[config.mk]
export PLATFORM = sky130hd
export DESIGN_NAME = seg7_display_ctrl
export DESIGN_NICKNAME = d
export VERILOG_FILES = /design/src/rtl/seg7_pkg.sv /design/src/rtl/bin2bcd_seq.sv /design/src/rtl/seg7_display_ctrl.sv
export SDC_FILE = /design/constraint.sdc
export NUM_CORES = 1
export LEC_CHECK = 0
export ABC_CLOCK_PERIOD_IN_PS = 2050
export BUFFER_PORTS_ARGS = -buffer_cell sky130_fd_sc_hd__buf_4
export CORE_ASPECT_RATIO = 1.1
export CORE_MARGIN = 2
export CORE_UTILIZATION = 30
export DETAILED_ROUTE_END_ITERATION = 6
export HOLD_SLACK_MARGIN = 0.02
export PLACE_DENSITY = 0.53
export SYNTH_ARGS = -nofsm -noshare
export SYNTH_HDL_FRONTEND = slang
export SYNTH_HIERARCHICAL = 1
export SYNTH_SLANG_ARGS = --single-unit
[constraint.sdc]
create_clock -name clk -period 2.05 [get_ports clk]
set_input_delay 0.1025 -clock clk [delete_from_list [all_inputs] [get_ports clk]]
set_output_delay 0.1025 -clock clk [all_outputs]
set_load 0.03 [all_outputs]
[src/rtl/seg7_pkg.sv]
// Shared definitions for the seven-segment display controller:
// segment codes {a..g,dp}, controller FSM states and BCD sizing helper.
package seg7_pkg;

  localparam logic [7:0] SEG_0     = 8'b11111100;
  localparam logic [7:0] SEG_1     = 8'b01100000;
  localparam logic [7:0] SEG_2     = 8'b11011010;
  localparam logic [7:0] SEG_3     = 8'b11110010;
  localparam logic [7:0] SEG_4     = 8'b01100110;
  localparam logic [7:0] SEG_5     = 8'b10110110;
  localparam logic [7:0] SEG_6     = 8'b10111110;
  localparam logic [7:0] SEG_7     = 8'b11100000;
  localparam logic [7:0] SEG_8     = 8'b11111110;
  localparam logic [7:0] SEG_9     = 8'b11110110;
  localparam logic [7:0] SEG_DASH  = 8'b00000010;
  localparam logic [7:0] SEG_BLANK = 8'b00000000;

  typedef enum logic [1:0] {
    ST_IDLE,
    ST_CONVERT,
    ST_COMMIT
  } state_t;

  function automatic int bcd_digits(input int w);
    return (w + 2) / 3;
  endfunction

  function automatic logic [7:0] seg_code(input logic [3:0] d);
    case (d)
      4'd0:    seg_code = SEG_0;
      4'd1:    seg_code = SEG_1;
      4'd2:    seg_code = SEG_2;
      4'd3:    seg_code = SEG_3;
      4'd4:    seg_code = SEG_4;
      4'd5:    seg_code = SEG_5;
      4'd6:    seg_code = SEG_6;
      4'd7:    seg_code = SEG_7;
      4'd8:    seg_code = SEG_8;
      4'd9:    seg_code = SEG_9;
      default: seg_code = SEG_BLANK;
    endcase
  endfunction

endpackage

[src/rtl/bin2bcd_seq.sv]
// Iterative double-dabble converter: one add-3/shift step per cycle, DATA_W steps.
// done is high during the final step; bcd holds the full result after that edge.
module bin2bcd_seq
  import seg7_pkg::*;
#(
  parameter int DATA_W = 32
) (
  input  logic                              clk,
  input  logic                              reset,
  input  logic                              start,
  input  logic [DATA_W-1:0]                 bin,
  output logic                              busy,
  output logic                              done,
  output logic [4*bcd_digits(DATA_W)-1:0]   bcd
);

  localparam int BCD_N = bcd_digits(DATA_W);
  localparam int BCD_W = 4 * BCD_N;
  localparam int CNT_W = $clog2(DATA_W + 1);

  logic [DATA_W-1:0] shreg;
  logic [CNT_W-1:0]  cnt;
  logic [BCD_W-1:0]  adj;

  assign done = busy && (cnt == CNT_W'(DATA_W - 1));

  always_comb begin
    adj = bcd;
    for (int unsigned i = 0; i < BCD_N; i++) begin
      if (bcd[4*i +: 4] >= 4'd5) adj[4*i +: 4] = bcd[4*i +: 4] + 4'd3;
    end
  end

  always_ff @(posedge clk) begin
    if (reset) begin
      busy  <= 1'b0;
      cnt   <= '0;
      shreg <= '0;
      bcd   <= '0;
    end else if (!busy) begin
      if (start) begin
        shreg <= bin;
        bcd   <= '0;
        cnt   <= '0;
        busy  <= 1'b1;
      end
    end else begin
      shreg <= shreg << 1;
      bcd   <= BCD_W'({adj, shreg[DATA_W-1]});
      cnt   <= cnt + CNT_W'(1);
      if (done) busy <= 1'b0;
    end
  end

endmodule

[src/rtl/seg7_display_ctrl.sv]
// Multiplexed signed seven-segment display controller with double-dabble conversion.
// Optional leading-zero blanking is enabled by defining SEG7_LZ_BLANK_EN.
module seg7_display_ctrl
  import seg7_pkg::*;
#(
  parameter int DATA_W      = 32,
  parameter int NUM_DIGITS  = 4,
  parameter int REFRESH_DIV = 200000
) (
  input  logic                  clk,
  input  logic                  reset,
  input  logic [DATA_W-1:0]     value_i,
  input  logic                  value_valid,
  output logic                  busy,
  output logic                  overflow,
  output logic [NUM_DIGITS-1:0] digit_select,
  output logic [7:0]            segment_select
);

  localparam int BCD_N = bcd_digits(DATA_W);
  localparam int MAG_N = NUM_DIGITS - 1;
  localparam int CNT_W = $clog2(REFRESH_DIV + 1);
  localparam int IDX_W = $clog2(NUM_DIGITS);

  state_t              state;
  logic                neg_cap;
  logic                disp_neg;
  logic [4*MAG_N-1:0]  disp_nib;
  logic [4*MAG_N-1:0]  mag_nib;
  logic                over_range;
  logic [4*BCD_N-1:0]  conv_bcd;
  logic                conv_busy;
  logic                conv_done;
  logic                start;
  logic [DATA_W-1:0]   magnitude;
  logic [CNT_W-1:0]    refresh_cnt;
  logic [IDX_W-1:0]    scan_idx;
  logic [3:0]          cur_nib;

  assign start     = (state == ST_IDLE) && value_valid;
  // Unsigned negate keeps the most negative value exact.
  assign magnitude = value_i[DATA_W-1] ? ('0 - value_i) : value_i;

  bin2bcd_seq #(.DATA_W(DATA_W)) u_bin2bcd (
    .clk   (clk),
    .reset (reset),
    .start (start),
    .bin   (magnitude),
    .busy  (conv_busy),
    .done  (conv_done),
    .bcd   (conv_bcd)
  );

  always_comb begin
    mag_nib    = '0;
    over_range = 1'b0;
    for (int unsigned i = 0; i < MAG_N && i < BCD_N; i++) begin
      mag_nib[4*i +: 4] = conv_bcd[4*i +: 4];
    end
    for (int unsigned i = MAG_N; i < BCD_N; i++) begin
      if (conv_bcd[4*i +: 4] != 4'd0) over_range = 1'b1;
    end
  end

  always_ff @(posedge clk) begin
    if (reset) begin
      state    <= ST_IDLE;
      busy     <= 1'b0;
      neg_cap  <= 1'b0;
      disp_neg <= 1'b0;
      disp_nib <= '0;
      overflow <= 1'b0;
    end else begin
      case (state)
        ST_IDLE: begin
          if (value_valid) begin
            neg_cap <= value_i[DATA_W-1];
            busy    <= 1'b1;
            state   <= ST_CONVERT;
          end
        end
        ST_CONVERT: begin
          // Leave on the final shift; an idle converter here means the start was lost.
          if (conv_done || !conv_busy) state <= ST_COMMIT;
        end
        ST_COMMIT: begin
          disp_nib <= mag_nib;
          disp_neg <= neg_cap;
          overflow <= over_range;
          busy     <= 1'b0;
          state    <= ST_IDLE;
        end
        default: begin
          busy  <= 1'b0;
          state <= ST_IDLE;
        end
      endcase
    end
  end

  always_ff @(posedge clk) begin
    if (reset) begin
      refresh_cnt <= '0;
      scan_idx    <= '0;
    end else if (refresh_cnt == CNT_W'(REFRESH_DIV - 1)) begin
      refresh_cnt <= '0;
      scan_idx    <= (scan_idx == IDX_W'(NUM_DIGITS - 1)) ? '0 : scan_idx + IDX_W'(1);
    end else begin
      refresh_cnt <= refresh_cnt + CNT_W'(1);
    end
  end

`ifdef SEG7_LZ_BLANK_EN
  logic leading;
`endif

  always_comb begin
    digit_select = NUM_DIGITS'(1) << scan_idx;
    cur_nib      = '0;
`ifdef SEG7_LZ_BLANK_EN
    leading      = 1'b1;
`endif
    for (int unsigned i = 0; i < MAG_N; i++) begin
      if (i == 32'(scan_idx)) cur_nib = disp_nib[4*i +: 4];
`ifdef SEG7_LZ_BLANK_EN
      if (i >= 32'(scan_idx) && disp_nib[4*i +: 4] != 4'd0) leading = 1'b0;
`endif
    end

    if (32'(scan_idx) == MAG_N)
      segment_select = disp_neg ? SEG_DASH : SEG_BLANK;
    else if (overflow)
      segment_select = SEG_DASH;
`ifdef SEG7_LZ_BLANK_EN
    else if (leading && scan_idx != '0)
      segment_select = SEG_BLANK;
`endif
    else
      segment_select = seg_code(cur_nib);
  end

endmodule

Yosys cells after proc, flatten, opt, wreduce, memory -nomap -nowiden
Memories as Yosys holds them, arrays and structs flattened.
Index checks and enable logic that the tools add are counted.
- input bits: 35
- word-level logic and storage cells: 112
- memories kept: 1
- register bits: 121
- output and inout port bits: 14
- memory bits (read-only): 112
- order comparisons: 11
- add/subtract/negate cells: 15
- multiplexer cells: 41
- bitwise logic cells: 1
- equality and inequality tests: 9
- reductions and logical operators: 20
- shift-type cells: 1
- memories (name ; depth ; width ; read ports ; clocked after Yosys merged registers in ; wr ports ; RTL line ; RTL):
    (name not given) ; 16 ; 7 ; 1 ; 0 ; 0 ; seg7_pkg.sv:29 ; case (d)
- operator list (cell ; count):
    two-way mux 32 bit ; 3
    two-way mux 44 bit ; 2
    two-way mux 4 bit ; 13
    greater-or-equal comparator 4 x 3 -> 1 bit, second input constant ; 11
    adder 4 x 2 -> 4 bit, second input constant ; 10
    nonzero test 4 bit ; 8
    subtractor 1 x 32 -> 32 bit, first input constant ; 1
    adder 18 x 1 -> 18 bit, second input constant ; 1
    == test 18 bit, second input constant ; 1
    two-way mux 8 bit ; 2
    two-way mux 1 bit ; 12
    two-way mux 6 bit ; 2
    two-way mux 2 bit ; 4
    adder 6 x 1 -> 6 bit, second input constant ; 1
    == test 6 x 5 -> 1 bit, second input constant ; 1
    AND reduction 2 bit ; 3
    == test 2 bit, second input constant ; 2
    zero test 2 bit ; 2
    inequality test 2 bit, second input constant ; 2
    case mux 2 bit (2 select lines) ; 1
    OR reduction 2 bit ; 2
    left shift 1 x 2 -> 4 bit, first input constant ; 1
    adder 3 x 2 -> 3 bit, second input constant ; 1
    two-way mux 3 bit ; 1
    other kinds (10) ; 11

Longest topological paths before layout
Gate-level depths: netlist of the first run.
- word-level depth: 9
- depth in mapped cells: 11
- mapped depth without buffers: 10

Hierarchy
The synthesis of the first run kept the hierarchy.
- by module, submodules not included (module ; times used ; seq. area each (um^2) ; cells an instance ; area each (um^2)):
    bin2bcd_seq ; 1 ; 1661.6 ; 503 ; 4569.4
    seg7_display_ctrl ; 1 ; 760.7 ; 340 ; 2731.4

Worst setup path after synthesis of the first run
No wires, ideal clock.
- kind: register -> output
- start point: register scan_idx[0]
- end point: output port segment_select[4]
- slack: -0.828 ns
- path buffers: 1
- arrival: 2.776 ns
- data required time: 1.947 ns
- stages on the path, launching flop included: 10
- path through: dfxtp_1 > inv_1 > ha_1 > clkbuf_1 > a21oi_1 > a22oi_1 > inv_1 > ha_1 > mux2_2 > a211oi_1
- cells in the longest elaborated chain, start to end: 7
- elaborated cells between the ends (all ways): 10
- those cells by class: 3 x eq/ne; 5 x mux; 1 x reduce/logical; 1 x memory
- RTL lines (element ; RTL line ; RTL):
    from (decl) ; seg7_display_ctrl.sv:37 ; logic [IDX_W-1:0] scan_idx;
    from (signal assigned) ; seg7_display_ctrl.sv:107 ; scan_idx <= (scan_idx == IDX_W'(NUM_DIGITS - 1)) ? '0 : scan_idx + IDX_W'(1);
    zero test 2 bit ; seg7_display_ctrl.sv:124 ; if (i == 32'(scan_idx)) cur_nib = disp_nib[4*i +: 4];
    two-way mux 4 bit (3 in a row) ; seg7_display_ctrl.sv:124 ;
    memory read (16 x 7 bit) ; -- ;
    two-way mux 8 bit ; seg7_display_ctrl.sv:132 ; else if (overflow)
    two-way mux 8 bit * ; seg7_display_ctrl.sv:130 ; if (32'(scan_idx) == MAG_N)
    to (decl) ; seg7_display_ctrl.sv:17 ; output logic [7:0] segment_select
Every way passes the cells marked *; elsewhere a longest branch is shown, timed or not.

Worst setup path in the final report of the first run
- start point: register scan_idx[1]
- end point: output port segment_select[7]
The elaborated chain is that of the path after synthesis.

==> run summary, run 1 <==
outcome - finished with violations
failing checks - setup timing
Syn Std Cell Area - 7300 sq um
dpl hpwl - 11600 um
clock skew - 0.00988 ns
die height - 168 um
Sink Count - 121
EDFF count, synth - 0
CP required - 1.95 ns
slowest cell delay on critical path - 0.35 ns
total wire length - 16800 um
Slew @ Worst Pin - 0.694 ns
Final Net Count - 986
final setup TNS - -2.08 ns
critical path, cell by cell - buf_4, ha_4, a22oi_2, inv_2, ha_4, mux2_4, a211oi_4, buf_6
Avg Inst Size Synth - 8.66 sq um
fin cells - 1235
Tightest Hold Check Type - in2reg
P per Cell Area - 701 nW/um^2
leakage power - 3.24 nW
GPL Wtd Cong - 0.775
ys flop type - dfxtp_1
Avg WL per Cell - 13.6 um
CP Max Fanout - 7
hold path startpoint - reset
1st-iter DRT viols - 295
vias per inst - 4.97
first-pass GRT wire length - 28700 um
Arr. time, crit path - 2.33 ns
Tcrit/Tclk final - 118%
Area Growth Syn to Fin - 24.3%
initial cell density of the core - 30.7%
sequential area share after synthesis - 33.2%
Cells after DPL - 1199
#FFs+latches synth - 121
Max Cap Violations - 0
total power - 6.36 mW
Max Slew Vio Count - 0
Ports - 49
post-route ant nets - 0
post-layout min period - 2.43 ns
GRT Util Overall - 13.5%
H-tree depth - 4
syn_nets - 912
RR Startpoint - state[0]
RSZ-0062 raised after global routing - true
Final WS setup - -0.378 ns
vias after detailed routing - 6138
Die ar. - 25600 sq um
Reg clk slew, reported paths - 0.07 ns
fin util - 38.2%
FMAX - 412 MHz
remaining global-route overflow - 0
clk_lat worst skew - 0.43 ns
Distinct cells, synth - 60
maximum number of pins on one net before global-route repair - 38
Crit. End Element - output port
Row Count - 59
Crit. Startpoint - scan_idx[1]
Async S/R FF share, synth - 0%
CTS tree - done
Slew HR - 53.7%
vias in the first global route - 5892
Die Width - 153 um
Setup CP Type - reg2out
CP max stage cell - dfxtp_4
ant diodes - 0
Max clock buf depth - 2
initial antenna violation count - 0
post-synthesis cell count - 843
CTS root buf - clkbuf_16
First-pass DRT Iterations - 4
Port Buf Inserts - 47
DRC viols - 0
most used cell, CP - ha_4
final hold violations - 0
final setup violation count - 7
dpl ws - -0.239 ns
CTS Buf Count - 17
Core Area - 23800 sq um
share of layout cells above drive strength 1 - 23.8%
peak supply drop - 0.532 mV
Ys Warns - 6
Worst Setup Start Kind - register
==> state kept, by name, summed over array words and instances (netlist names), 2 cells and up <==
| signal | count |
|---|---|
| disp_nib | 12 |
| u_bin2bcd/bcd | 44 |
| state | 2 |
| u_bin2bcd/shreg | 32 |
| refresh_cnt | 18 |
| scan_idx | 2 |
| u_bin2bcd/cnt | 6 |
==> report_power, final <==
group | leakage [nW] | switching, mW | internal [mW]
Clock | 0.299 | 1.21 | 1.94
Sequential | 0.983 | 0.0549 | 2.42
Combinational | 1.96 | 0.386 | 0.354
Total | 3.24 | 1.65 | 4.71
==> timing repair <==
action                     CTS  global route
hold buffers                 1             0
hold endpoints to repair     1             0
setup buffers                2             1
pin swaps                    2             3
setup endpoints to repair    7            18
gates resized for setup      7            15
==> metal layers <==
layer	vias to the layer above	routed length [um]	part of all wire, %	track usage, %
met4	0	218	1.3	4.59
met3	16	469	2.8	2.61
met2	78	8140	48	22.5
met5	-	0	0	0
li1	3153	-	-	-
met1	2891	8020	48	17.4
==> worst max-delay path: cells and delay by family (launching register included) <==
kind / cells / cell delay [ns]
AO/OA/AOI/OAI: 2 / 0.49
adder cells (fa/ha/maj): 2 / 0.36
buffers and inverters: 3 / 0.42
flip-flops: 1 / 0.35
multiplexers: 1 / 0.27
==> worst paths after layout <==
kind	end	slack (ns)	depth (start not counted)
worst max-delay path	segment_select[7]	-0.38	8
worst min-delay path	scan_idx[0]	0.08	2
worst max register to register	u_bin2bcd/cnt[4]	0.27	6
worst min register to register	refresh_cnt[0]	0.44	1
==> cell type report <==
cell class / count / area, sq um
flip-flops and latches: 121 / 2430
clock inverters: 15 / 190
inverters: 62 / 240
clock buffers: 17 / 425
fillers: 2421 / 14700
multi-input cells: 615 / 4600
repair buffers: 100 / 805
well taps: 305 / 382
==> cell families after synthesis <==
kind of cell / Yosys count / share of synthesized area, %
fa+ha+maj: 34 / 5.83
simple gates: 277 / 19.6
xor+xnor: 51 / 6.12
other cells: 1 / 0.0514
flops: 121 / 33.2
compound gates: 183 / 18.3
mux: 69 / 10.0
buf+inv: 107 / 6.92
==> stage by stage <==
step | hold WS (ns) | area (sq um)
2_1_floorplan | 0.295 | 7490
3_3_place_gp | 0.400 | 8340
3_5_place_dp | 0.401 | 8340
4_1_cts | 0.0787 | 9010
5_1_grt | 0.0986 | 9080
6_report | 0.0770 | 9080
==> synthesized netlist by cell type (13+ instances only) <==
cell	count	share of area, %
nand2b_1	18	1.5
a21oi_1	42	2.9
mux2_2	33	5.1
nor2b_1	15	1.3
nor3b_1	14	1.4
mux2i_1	36	4.9
nor2_1	59	3.0
nor4_1	15	1.3
o2111ai_1	22	2.6
o211ai_1	13	1.3
dfxtp_1	121	33
o31ai_1	16	1.6
clkbuf_1	20	1.0
nand2_1	80	4.1
inv_1	62	3.2
nand3_1	20	1.4
xnor2_1	38	4.6
ha_1	34	5.8
xor2_1	13	1.6
o21ai_0	36	2.5
==> cell usage in the layout, fill, tap and decap left out, types with 7 or more instances in the layout <==
cell type / Yosys / layout
xor2_1: 13 / 13
dfxtp_1: 121 / 118
or3_1: 12 / 12
nor3b_1: 14 / 13
nand2_1: 80 / 80
o21a_1: 12 / 12
o211ai_1: 13 / 13
nand3_1: 20 / 20
ha_1: 34 / 27
buf_4: 6 / 90
mux2_2: 33 / 31
o31ai_1: 16 / 16
xnor2_1: 38 / 38
o2111ai_1: 22 / 22
buf_6: 7 / 7
a21oi_1: 42 / 38
nand2b_1: 18 / 18
nor3_1: 9 / 8
nor2b_1: 15 / 15
o211ai_2: 11 / 11
nor2_1: 59 / 58
nor4_1: 15 / 15
o21ai_0: 36 / 35
nand4_1: 11 / 11
inv_1: 62 / 57
clkbuf_16: 0 / 17
mux2i_1: 36 / 35
No activity file was read; power rests on OpenSTA's default activity.
==> inputs of run 2 (changes only) <==
--- a/config.mk
+++ b/config.mk
@@ -5,6 +5,7 @@
 export SDC_FILE = /design/constraint.sdc
 export NUM_CORES = 1
 export LEC_CHECK = 0
+export ABC_AREA = 1
 export ABC_CLOCK_PERIOD_IN_PS = 2050
 export BUFFER_PORTS_ARGS = -buffer_cell sky130_fd_sc_hd__buf_4
 export CORE_ASPECT_RATIO = 1.1
@@ -13,6 +14,7 @@
 export DETAILED_ROUTE_END_ITERATION = 6
 export HOLD_SLACK_MARGIN = 0.02
 export PLACE_DENSITY = 0.53
+export SETUP_SLACK_MARGIN = 0.15
 export SYNTH_ARGS = -nofsm -noshare
 export SYNTH_HDL_FRONTEND = slang
 export SYNTH_HIERARCHICAL = 1
==> run 2 against run 1 <==
Compared with the run above: the flow still finishes with violations (setup timing); largest power group unchanged; sequential share of layout area decreased by 0.43 points; synthesized area is 3.2% higher; sequential power barely moved; power up 3.8%; first-iteration DRC count is 20% higher; design area up 1.5%.
==> run summary, run 2 <==
die height - 170 um
Fin Hold WS - 0.111 ns
post-synthesis mux area share - 0%
maximum number of pins on one net before global-route repair - 50
sequential area share after synthesis - 32.1%
syn_nets - 1272
largest reg by FF count - u_bin2bcd/bcd
1st-iter DRT viols - 355
outcome - finished with violations
CTS root buf - clkbuf_16
RSZ-0062 raised after global routing - true
Setup CP Type - reg2out
post-layout min period - 2.23 ns
Async S/R FF share, synth - 0%
EDFF count, synth - 0
RR Startpoint - state[1]
leakage power - 4.21 nW
RR Endpoint - u_bin2bcd/shreg[9]
Final Net Count - 1326
Crit. Startpoint - scan_idx[0]
XOR/XNOR share of the synthesized area - 2.67%
clock skew - 0.00938 ns
DRC viols - 0
Slew HR - 62.9%
Synth area leaders - dfxtp_1, nand2_1, nor2_1
Area Growth Syn to Fin - 22.3%
Arr. time, crit path - 2.13 ns
fin cells - 1580
vias after detailed routing - 7330
Distinct cells, synth - 36
GRT Util Overall - 14.5%
CP required - 1.95 ns
Synth Area in Compound Gates - 12.3%
fill count - 2616
clk_lat worst skew - 0.42 ns
Reg clk slew, reported paths - 0.06 ns
Synth Area in Simple Gates - 37.3%
share of layout cells above drive strength 1 - 12.4%
R2R cell count - 8
r2r setup slk - 0.36 ns
Yosys top cell area share - 32.1%
Worst Setup Start Kind - register
dpl ws - 0.0475 ns
count leader, synth - nand2_1
dpl hpwl - 13200 um
most used cell, CP - nor2_4
Avg Inst Size Synth - 6.27 sq um
Tcrit/Tclk final - 109%
Die Width - 155 um
GPL Wtd Cong - 0.903
Max Slew Vio Count - 0
vias per inst - 4.64
Avg WL per Cell - 11.9 um
Yosys top cell by area - dfxtp_1
multi-input logic area - 4560 sq um
number of flip-flops in the largest register - 44
remaining global-route overflow - 0
critical path, cell by cell - inv_4, ha_4, buf_4, nand2_1, nand2_2, ha_1, nor2_4, nor2_1, nor2_4, buf_6
Port Buf Inserts - 47
CP max stage cell - dfxtp_4
total wire length - 18800 um
slowest cell delay on critical path - 0.39 ns
crit path to - segment_select[4]
FMAX - 448 MHz
ys flop type - dfxtp_1
Core Area - 24500 sq um
Row Count - 60
#FFs+latches synth - 121
CTS Buf Count - 17
failing checks - setup timing
Max clock buf depth - 2
Ports - 49
Cells after DPL - 1535
initial antenna violation count - 0
final setup violation count - 7
final hold violations - 0
initial cell density of the core - 30.7%
H-tree depth - 4
ant diodes - 0
vias in the first global route - 6927
CTS tree - done
P per Cell Area - 717 nW/um^2
post-synthesis cell count - 1203
hold path startpoint - value_i[10]
Crit. End Element - output port
first-pass GRT wire length - 31800 um
Die ar. - 26400 sq um
most common cell after layout, fill and taps aside - nand2_1
First-pass DRT Iterations - 6
Final WS setup - -0.184 ns
commonest cells after routing, fill and taps aside - nand2_1, nor2_1, inv_1, dfxtp_1, nand3_1
adder-cell share of the synthesized area - 5.64%
CP Max Fanout - 5
largest family of logic cells by synthesized area - simple AND/OR/NAND/NOR gates
Tightest Hold Check Type - in2reg
commonest cells in the netlist - nand2_1, nor2_1, inv_1, dfxtp_1, nand3_1
biggest regs - u_bin2bcd/bcd (44), u_bin2bcd/shreg (32), refresh_cnt (18)
Slew @ Worst Pin - 0.557 ns
post-route ant nets - 0
Sink Count - 121
peak supply drop - 0.447 mV
Syn Std Cell Area - 7540 sq um
Max Cap Violations - 0
Ys Warns - 6
area occupied by registers - 2430 sq um
run 2: cell count changes after synthesis, sizes merged, moves of 29 or more:
| cell | previous run | this run |
|---|---|---|
| inv | 62 | 153 |
| nor2 | 59 | 167 |
| nand3 | 20 | 75 |
| mux2i | 36 | 0 |
| xnor2 | 38 | 9 |
| nand2 | 80 | 372 |
| mux2 | 33 | 0 |
run 2: worst min path at each step:
stage	cells past startpoint	endpoint	slack, ns
2_1_floorplan	1	busy	0.17
3_3_place_gp	2	u_bin2bcd/bcd[13]	0.36
3_5_place_dp	2	u_bin2bcd/bcd[13]	0.36
4_1_cts	6	u_bin2bcd/shreg[10]	0.10
5_1_grt	6	u_bin2bcd/shreg[17]	0.13
6_report	6	u_bin2bcd/shreg[10]	0.11
run 2: cells by family after synthesis:
| kind of cell | Yosys count |
|---|---|
| AO/OA/AOI/OAI | 161 |
| XOR/XNOR | 23 |
| adder cells (fa/ha/maj) | 34 |
| buffers and inverters | 191 |
| flip-flops | 121 |
| other | 1 |
| AND/OR/NAND/NOR | 672 |
run 2: critical path, delay by kind of cell, from the launching register on:
family	cells	cell delay, ns
buf+inv	3	0.34
flops	1	0.39
simple gates	5	0.50
fa+ha+maj	2	0.51
run 2: power breakdown:
group | internal, mW | leakage (nW) | switching (mW)
logic | 0.295 | 2.92 | 0.505
registers | 2.43 | 0.983 | 0.0572
clock network | 2.17 | 0.311 | 1.15
run 2: layout make-up:
cell class,instances,share of cell area (%)
Clock buffer,18,4.66
Clock inverter,14,2.42
Inverter,153,6.34
Tap cell,310,4.21
Timing Repair Buffer,73,6.49
Multi-Input combinational cell,891,49.5
Sequential cell,121,26.4
run 2: layer usage:
layer	global-route usage [%]	wire length [um]
met1	18.3	9180
met5	0	0
met2	25.0	8880
met4	3.86	150
met3	3.00	587
run 2: timing repair:
item,in CTS,in global routing
pin swaps,12,12
hold buffers,3,0
endpoints found under the hold margin,6,0
resized for setup,34,16
endpoints found under the setup margin,7,8
setup buffers,8,2
run 2: through the flow:
stage               total power [mW]  TNS (ns)  util [%]  cell area, sq um
floorplan                       3.03         0         -              7620
global placement                3.29         0      33.8              8300
detailed placement              3.29         0      33.8              8300
CTS                             6.67    -0.726      37.2              9140
global route                    6.91     -1.48      37.5              9220
finish                          6.60    -0.761      37.5              9220
